**config.mk**
```make
export PLATFORM = sky130hd
export DESIGN_NAME = program_loader_flat
export DESIGN_NICKNAME = d
export VERILOG_FILES = /design/src/rtl/program_loader_pkg.sv /design/src/rtl/program_loader_if.sv /design/src/rtl/program_loader.sv /design/src/flat_wrapper.sv
export SDC_FILE = /design/constraint.sdc
export NUM_CORES = 1
export LEC_CHECK = 0
export CAP_MARGIN = 15
export CORE_MARGIN = 4
export CORE_UTILIZATION = 58
export CTS_BUF_LIST = sky130_fd_sc_hd__clkbuf_8 sky130_fd_sc_hd__clkbuf_16
export DETAILED_ROUTE_END_ITERATION = 16
export PLACE_DENSITY_LB_ADDON = 0.05
export SLEW_MARGIN = 15
export SYNTH_ARGS = -nofsm -noshare
export SYNTH_HDL_FRONTEND = slang
export SYNTH_SLANG_ARGS = --single-unit
```
**constraint.sdc**
```tcl
create_clock -name clk -period 5.05 [get_ports clk]
set_input_delay 1.2625 -clock clk [delete_from_list [all_inputs] [get_ports clk]]
set_output_delay 1.2625 -clock clk [all_outputs]
set_load 0.02 [all_outputs]
```
**src/rtl/program_loader_pkg.sv**
```systemverilog
// Shared types and constants for the serial program loader.
// State encoding, default sync byte and halfword index width.
package program_loader_pkg;

    localparam int unsigned MEM_HALFWORDS_DEF = 512;
    localparam logic [7:0] SYNC_BYTE_DEF = 8'hA5;
    localparam int unsigned IDX_W = $clog2(MEM_HALFWORDS_DEF) + 1;

    typedef enum logic [3:0] {
        S_IDLE,
        S_CLEAR,
        S_LEN_LO,
        S_LEN_HI,
        S_DATA_LO,
        S_DATA_HI,
        S_WRITE,
        S_CHECK,
        S_DONE,
        S_ERROR
    } loader_state_t;

endpackage

```
**src/rtl/program_loader_if.sv**
```systemverilog
// Program memory write/clear port driven by the loader.
// The loader owns these signals; program memory only listens.
interface program_loader_if;

    logic [31:0] pm_byte_address;
    logic [15:0] pm_write_data;
    logic        pm_write_enable;
    logic        pm_new_instruction_write_enable;
    logic        pm_clear_ram;

    modport master (
        output pm_byte_address,
        output pm_write_data,
        output pm_write_enable,
        output pm_new_instruction_write_enable,
        output pm_clear_ram
    );

    modport slave (
        input pm_byte_address,
        input pm_write_data,
        input pm_write_enable,
        input pm_new_instruction_write_enable,
        input pm_clear_ram
    );

endinterface

```
**src/rtl/program_loader.sv**
```systemverilog
// Frames a UART byte stream into halfword writes to program memory,
// verifies an XOR checksum and stalls the CPU for the whole session.
module program_loader
    import program_loader_pkg::*;
#(
    parameter int unsigned MEM_HALFWORDS  = MEM_HALFWORDS_DEF,
    parameter logic [7:0]  SYNC_BYTE      = SYNC_BYTE_DEF,
    parameter int unsigned TIMEOUT_CYCLES = 1_000_000
) (
    input  logic             clk,
    input  logic             reset,
    input  logic             rx_valid,
    input  logic [7:0]       rx_data,
    program_loader_if.master pm,
    output logic             cpu_hold,
    output logic             load_done,
    output logic             load_error,
    output logic [IDX_W-1:0] halfwords_written
);

    localparam int unsigned TW = $clog2(TIMEOUT_CYCLES + 1);

    loader_state_t    state_q, state_d;
    logic [7:0]       len_lo_q, len_lo_d;
    logic [15:0]      len_q, len_d;
    logic [7:0]       data_lo_q, data_lo_d;
    logic [7:0]       chk_q, chk_d;
    logic [IDX_W-1:0] idx_q, idx_d;
    logic [TW-1:0]    tmo_q, tmo_d;
    logic [31:0]      addr_q, addr_d;
    logic [15:0]      wdata_q, wdata_d;
    logic             err_q, err_d;
    logic             we_q, clr_q, done_q, hold_q;
    logic             timed, expired;
    logic [15:0]      len_rx;

    assign len_rx = {rx_data, len_lo_q};

    always_comb begin
        state_d   = state_q;
        len_lo_d  = len_lo_q;
        len_d     = len_q;
        data_lo_d = data_lo_q;
        chk_d     = chk_q;
        idx_d     = idx_q;
        tmo_d     = '0;
        addr_d    = addr_q;
        wdata_d   = wdata_q;
        err_d     = err_q;
        timed     = state_q inside {S_LEN_LO, S_LEN_HI, S_DATA_LO,
                                    S_DATA_HI, S_WRITE, S_CHECK};
        expired   = 1'b0;

        if (timed && !rx_valid) begin
            tmo_d   = tmo_q + 1'b1;
            expired = (tmo_q == TW'(TIMEOUT_CYCLES - 1));
        end

        unique case (state_q)
            S_IDLE: begin
                if (rx_valid && rx_data == SYNC_BYTE)
                    state_d = S_CLEAR;
            end
            S_CLEAR: begin
                state_d = rx_valid ? S_ERROR : S_LEN_LO;
            end
            S_LEN_LO: begin
                if (rx_valid) begin
                    len_lo_d = rx_data;
                    state_d  = S_LEN_HI;
                end
            end
            S_LEN_HI: begin
                if (rx_valid) begin
                    len_d = len_rx;
                    if (len_rx > 16'(MEM_HALFWORDS))
                        state_d = S_ERROR;
                    else if (len_rx == 16'd0)
                        state_d = S_CHECK;
                    else
                        state_d = S_DATA_LO;
                end
            end
            S_DATA_LO: begin
                if (rx_valid) begin
                    data_lo_d = rx_data;
                    chk_d     = chk_q ^ rx_data;
                    state_d   = S_DATA_HI;
                end
            end
            S_DATA_HI: begin
                if (rx_valid) begin
                    chk_d   = chk_q ^ rx_data;
                    wdata_d = {rx_data, data_lo_q};
                    addr_d  = 32'({idx_q, 1'b0});
                    state_d = S_WRITE;
                end
            end
            S_WRITE: begin
                idx_d = idx_q + 1'b1;
                if (rx_valid)
                    state_d = S_ERROR;
                else if (16'(idx_q) + 16'd1 == len_q)
                    state_d = S_CHECK;
                else
                    state_d = S_DATA_LO;
            end
            S_CHECK: begin
                if (rx_valid)
                    state_d = (rx_data == chk_q) ? S_DONE : S_ERROR;
            end
            S_DONE: begin
                state_d = S_IDLE;
            end
            S_ERROR: begin
                if (rx_valid && rx_data == SYNC_BYTE)
                    state_d = S_CLEAR;
            end
            default: begin
                state_d = S_IDLE;
            end
        endcase

        if (expired)
            state_d = S_ERROR;

        // A new session starts from a clean slate before any length byte
        if (state_d == S_CLEAR) begin
            idx_d = '0;
            chk_d = '0;
            err_d = 1'b0;
        end

        if (state_d == S_ERROR)
            err_d = 1'b1;
    end

    always_ff @(posedge clk) begin
        if (reset) begin
            state_q   <= S_IDLE;
            len_lo_q  <= '0;
            len_q     <= '0;
            data_lo_q <= '0;
            chk_q     <= '0;
            idx_q     <= '0;
            tmo_q     <= '0;
            addr_q    <= '0;
            wdata_q   <= '0;
            err_q     <= 1'b0;
            we_q      <= 1'b0;
            clr_q     <= 1'b0;
            done_q    <= 1'b0;
            hold_q    <= 1'b0;
        end else begin
            state_q   <= state_d;
            len_lo_q  <= len_lo_d;
            len_q     <= len_d;
            data_lo_q <= data_lo_d;
            chk_q     <= chk_d;
            idx_q     <= idx_d;
            tmo_q     <= tmo_d;
            addr_q    <= addr_d;
            wdata_q   <= wdata_d;
            err_q     <= err_d;
            we_q      <= (state_d == S_WRITE);
            // Wipe memory again on error entry so a partial image never runs
            clr_q     <= (state_d == S_CLEAR) ||
                         (state_d == S_ERROR && state_q != S_ERROR);
            done_q    <= (state_d == S_DONE);
            hold_q    <= (state_d != S_IDLE);
        end
    end

    assign pm.pm_byte_address                 = addr_q;
    assign pm.pm_write_data                   = wdata_q;
    assign pm.pm_write_enable                 = we_q;
    assign pm.pm_new_instruction_write_enable = we_q;
    assign pm.pm_clear_ram                    = clr_q;

    assign cpu_hold          = hold_q;
    assign load_done         = done_q;
    assign load_error        = err_q;
    assign halfwords_written = idx_q;

endmodule

```
**src/flat_wrapper.sv**
```systemverilog
// flat-port wrapper written by rule: the top's interface ports become plain ports
module program_loader_flat import program_loader_pkg::*;
#(
    parameter int unsigned MEM_HALFWORDS  = MEM_HALFWORDS_DEF,
    parameter logic [7:0]  SYNC_BYTE      = SYNC_BYTE_DEF,
    parameter int unsigned TIMEOUT_CYCLES = 1_000_000
)
  (clk, reset, rx_valid, rx_data, cpu_hold, load_done, load_error, halfwords_written, pm_pm_byte_address, pm_pm_write_data, pm_pm_write_enable, pm_pm_new_instruction_write_enable, pm_pm_clear_ram);
  program_loader_if pm_i ();
  input  logic clk;
  input  logic reset;
  input  logic rx_valid;
  input  logic [7:0] rx_data;
  output logic cpu_hold;
  output logic load_done;
  output logic load_error;
  output logic [IDX_W-1:0] halfwords_written;
  output wire logic [$bits(pm_i.pm_byte_address)-1:0] pm_pm_byte_address;
  output wire logic [$bits(pm_i.pm_write_data)-1:0] pm_pm_write_data;
  output wire logic [$bits(pm_i.pm_write_enable)-1:0] pm_pm_write_enable;
  output wire logic [$bits(pm_i.pm_new_instruction_write_enable)-1:0] pm_pm_new_instruction_write_enable;
  output wire logic [$bits(pm_i.pm_clear_ram)-1:0] pm_pm_clear_ram;
  assign pm_pm_byte_address = pm_i.pm_byte_address;
  assign pm_pm_write_data = pm_i.pm_write_data;
  assign pm_pm_write_enable = pm_i.pm_write_enable;
  assign pm_pm_new_instruction_write_enable = pm_i.pm_new_instruction_write_enable;
  assign pm_pm_clear_ram = pm_i.pm_clear_ram;
  program_loader #(.MEM_HALFWORDS(MEM_HALFWORDS), .SYNC_BYTE(SYNC_BYTE), .TIMEOUT_CYCLES(TIMEOUT_CYCLES)) u_core (.clk(clk), .reset(reset), .rx_valid(rx_valid), .rx_data(rx_data), .pm(pm_i), .cpu_hold(cpu_hold), .load_done(load_done), .load_error(load_error), .halfwords_written(halfwords_written));
endmodule
```
==> PnR_summary.wiki <==
{| class="wikitable"
! Metric !! Value
|-
| Outcome || complete, no violations
|-
| Number of flip-flops and latches in the synthesized netlist || between 100 and 150
|-
| Critical path launch point type || input port
|-
| Hold/Removal Path Class || flop to flop
|-
| Number of synthesized flops with an enable pin || 0
|-
| Number of detailed-route iterations in the first pass || 5
|-
| Post-synthesis adder-cell area fraction || less than 1%
|-
| Minimum hold slack || between 0.4 and 0.5 ns
|-
| Global-route usage over all layers || a little over a fifth
|-
| Synthesized instance count || just under 600
|-
| # IOs || 75
|-
| Area fraction in compound gates after synthesis || 10.21%
|-
| Worst clock skew on the final layout || 0.01669 ns
|-
| Core area || approximately 0.008 mm2
|-
| Met1 wire length || 4865 um
|-
| Deepest clock path buffer count || 2
|-
| Number of H-tree levels || 3
|-
| Final weighted congestion in routability-driven placement || just over 0.9
|-
| Mapped Avg Cell Area || between 8 and 9 um2
|-
| Cell class contributing the biggest share of worst-path delay || simple AND/OR/NAND/NOR gates
|-
| CP max FO || 19
|-
| Synthesis Warnings || 0
|-
| Setup violation total in the final timing report || 0
|-
| Remaining antenna violation count after routing || 0
|-
| Detailed router's first-iteration violation count || approximately 240
|-
| Total number of nets in the final design || about 630
|-
| Arr. time, crit path || approximately 4.1 ns
|-
| DIE HEIGHT || 99.83 um
|-
| Via count normalized by instance count || 5.611
|-
| Number of global-route vias before repair || 3703
|-
| RSZ-0062 raised after global routing || false
|-
| Clock root buffer || sky130_fd_sc_hd__clkbuf_8
|-
| Sequential-to-total area share from yosys stat || 42.98%
|-
| Post-synthesis simple-gate area fraction || 24.58%
|-
| # DRC || 0
|-
| Total half-perimeter wirelength after legalization and detailed placement || ~7400 um
|-
| Non-filler instance count after layout || 727
|-
| Worst relative slew slack || between 40% and 50%
|-
| Final hold violation count || 0
|-
| Starting density of the core || 59.52%
|-
| Final-report max-slew violation count || 0
|-
| Power per unit of standard cell area || 247.0 mW/mm2
|-
| Number of buffers inserted to repair setup after CTS || 0
|-
| Share of flip-flops with an asynchronous set or reset || 0%
|-
| Final antenna diode count || 0
|-
| IO Port Bufs || 52
|-
| Clock insertion delay at the later pin of the skew report || 0.37 ns
|-
| Sink count of the clock tree || approximately 110
|-
| Main combinational cell family by area after synthesis || simple AND/OR/NAND/NOR gates
|-
| Final cycle utilization of the critical path || 75.22%
|-
| Count of cell types in the netlist || 55
|-
| Global-route wire length before repair || approximately 17000 um
|-
| Accumulated negative setup slack || 0 ns
|-
| Clock transition at the register clock pins on the worst setup and hold paths after CTS || approximately 0.10 ns
|-
| Critical path capture point type || flop
|-
| CTS tree || built
|-
| Most frequent cells in the layout || sky130_fd_sc_hd__dfxtp_1, sky130_fd_sc_hd__nand2_1, sky130_fd_sc_hd__nor2_1, sky130_fd_sc_hd__clkdlybuf4s50_1, sky130_fd_sc_hd__a21oi_1
|-
| Met2 wire length || ~4800 um
|-
| Layout cells sized above 1 || approximately 4.8%
|-
| Area added between synthesis and finish || 12.66%
|-
| Pin count of the biggest net entering global routing || 41
|-
| Critical path required time || around 5.3 ns
|-
| Standard-cell rows || 33
|-
| Highest achievable clock rate || about 260 MHz
|-
| Share of the synthesized netlist area taken by xor and xnor gates || under 10%
|-
| Multiplexer fraction of the synthesized cell area || 5.116%
|-
| Cells along the critical path || clkdlybuf4s50_1 > or3b_2 > or4_1 > a32oi_1 > o211ai_1 > nand2b_1 > o31ai_4 > buf_4 > nor2_1
|-
| Total routed wirelength || around 10000 um
|-
| Netlist area before placement || a little under 0.005 mm2
|-
| Die W || 99.83 um
|-
| Total of max-cap violations || 0
|-
| Total number of vias || between 4000 and 5000
|-
| Slew at the pin with the worst max-slew slack || 0.8803 ns
|-
| Highest Signal Layer || met4
|-
| Fill cell total of the finished layout || just over 700
|-
| Buffer and inverter count on the worst path || 2
|-
| WL per Instance || approximately 14 um
|-
| Finished Core Util || 67.06%
|-
| Worst ir drop on vdd || ~0.13 mV
|-
| Overflow after GRT || 0
|-
| Critical path class || input port to flop
|-
| Placed Cells || 712
|-
| Count of hold buffers inserted by post-cts repair || 0
|-
| Post_cts resized || 0
|-
| Floorplan die area || about 0.010 mm2
|-
| Number of clock buffers inserted by TritonCTS || 9
|-
| Static leakage || about 2 nW
|-
| Flop2flop setup slack || between 1.5 and 2 ns
|-
| Shortest period the worst path allows || 3.799 ns
|-
| Dominant register cell in the synthesized netlist || sky130_fd_sc_hd__dfxtp_1
|-
| Number of antenna violations at the first check in global routing || 0
|-
| Stage delay of the slowest cell on the critical path || 0.59 ns
|-
| Met3 Routed Length || around 700 um
|-
| Commonest non-fill, non-tap cell in the layout || sky130_fd_sc_hd__dfxtp_1
|-
| Critical Path Slowest Stage Cell || sky130_fd_sc_hd__clkdlybuf4s50_1
|}
-- metal layers --
layer	vias up	global-route usage [%]
met4	0	7.248
met2	162	33.86
met3	15	4.100
met1	1899	29.58
met5	-	0
li1	2003	-
-- worst register-to-register path: stages (launching register included) --
cell	delay [ns]
sky130_fd_sc_hd__dfxtp_1	0.50
sky130_fd_sc_hd__nand4bb_1	0.65
sky130_fd_sc_hd__nor4_1	0.48
sky130_fd_sc_hd__o2111ai_1	0.16
sky130_fd_sc_hd__or4_4	0.54
sky130_fd_sc_hd__a211oi_2	0.42
sky130_fd_sc_hd__o31ai_4	0.11
sky130_fd_sc_hd__buf_4	0.22
sky130_fd_sc_hd__nor2_1	0.13
-- sequential cells by signal (all words and copies together) (netlist names) --
register,cells
u_core.load_done,1
u_core.pm.pm_byte_address,10
u_core.cpu_hold,1
u_core.halfwords_written,10
u_core.tmo_q,20
u_core.pm.pm_write_data,16
u_core.len_lo_q,8
u_core.load_error,1
u_core.data_lo_q,8
u_core.chk_q,8
u_core.len_q,16
u_core.state_q,4
u_core.pm.pm_clear_ram,1
u_core.pm.pm_new_instruction_write_enable,1
-- power breakdown --
part           internal (mW)  leakage (nW)  switching (mW)
combinational         0.0133          1.08          0.0439
sequential             0.827         0.845       0.0000959
clock                  0.184        0.0880           0.293
total                   1.02          2.01           0.337
-- kinds of logic (layout without fill, tap and decap cells) --
kind of cell,count (synthesis),in the layout
and+or+nand+nor,256,256
other,1,22
xor gates and xnor gates,50,50
DFF,105,105
buffers and inverters,70,83
muxes,25,25
adders and majority gates,2,2
AOI/OAI and AO/OA,79,79
-- worst paths after layout --
kind                       startpoint                    endpoint  cells past startpoint
setup / recovery           rx_data[4]             u_core.chk_q[0]                      9
hold / removal    u_core.data_lo_q[7]  u_core.pm.pm_write_data[7]                      2
setup reg to reg    u_core.state_q[0]             u_core.chk_q[0]                      8
hold reg to reg   u_core.data_lo_q[7]  u_core.pm.pm_write_data[7]                      2
-- cell type report --
type	count	area, um2	area share [%]
Sequential cell	105	2102	38.15
Clock inverter	6	50.05	0.9083
Timing Repair Buffer	60	575.6	10.45
Clock buffer	9	123.9	2.248
Tap cell	105	131.4	2.384
Multi-Input combinational cell	434	2497	45.32
Inverter	8	30.03	0.5450
-- Yosys cell counts (2+ instances only) --
| cell | instances | share of area [%] |
|---|---|---|
| sky130_fd_sc_hd__nand4_1 | 7 | 0.90 |
| sky130_fd_sc_hd__mux2i_1 | 25 | 5.1 |
| sky130_fd_sc_hd__or4_1 | 3 | 0.46 |
| sky130_fd_sc_hd__o21bai_1 | 2 | 0.31 |
| sky130_fd_sc_hd__o21ai_0 | 8 | 0.82 |
| sky130_fd_sc_hd__nor3_1 | 11 | 1.1 |
| sky130_fd_sc_hd__buf_6 | 2 | 0.46 |
| sky130_fd_sc_hd__nor3b_1 | 3 | 0.46 |
| sky130_fd_sc_hd__buf_2 | 5 | 0.51 |
| sky130_fd_sc_hd__dfxtp_1 | 105 | 43 |
| sky130_fd_sc_hd__ha_1 | 2 | 0.51 |
| sky130_fd_sc_hd__nor2b_1 | 5 | 0.64 |
| sky130_fd_sc_hd__and3_1 | 6 | 0.77 |
| sky130_fd_sc_hd__or3_1 | 5 | 0.64 |
| sky130_fd_sc_hd__nor2_1 | 77 | 5.9 |
| sky130_fd_sc_hd__nand2_1 | 87 | 6.7 |
| sky130_fd_sc_hd__nor4_1 | 11 | 1.4 |
| sky130_fd_sc_hd__and4_1 | 2 | 0.36 |
| sky130_fd_sc_hd__nor4b_1 | 2 | 0.36 |
| sky130_fd_sc_hd__o211ai_1 | 3 | 0.46 |
| sky130_fd_sc_hd__a31oi_1 | 3 | 0.38 |
| sky130_fd_sc_hd__nand3_1 | 20 | 2.0 |
| sky130_fd_sc_hd__and2_1 | 5 | 0.64 |
| sky130_fd_sc_hd__a21oi_1 | 43 | 4.4 |
| sky130_fd_sc_hd__o2111ai_1 | 2 | 0.36 |
| sky130_fd_sc_hd__inv_1 | 8 | 0.61 |
| sky130_fd_sc_hd__a21boi_0 | 2 | 0.31 |
| sky130_fd_sc_hd__clkbuf_1 | 32 | 2.5 |
| sky130_fd_sc_hd__xnor2_1 | 19 | 3.4 |
| sky130_fd_sc_hd__xor2_1 | 31 | 5.6 |
| sky130_fd_sc_hd__o211a_1 | 2 | 0.41 |
| sky130_fd_sc_hd__a32oi_1 | 3 | 0.54 |
| sky130_fd_sc_hd__buf_4 | 23 | 3.5 |
| sky130_fd_sc_hd__nand2b_1 | 3 | 0.38 |
-- per-stage QoR --
stage               setup slack (ns)  instance area [um2]  total power [mW]
finish                         1.251                 5510             1.361
global placement              0.9722                 5336            0.9025
global route                   1.118                 5510             1.417
detailed placement            0.8915                 5336            0.9027
floorplan                      1.488                 4970            0.9007
CTS                            1.283                 5510             1.369
Note: power is estimated with default switching activity, not from simulation.
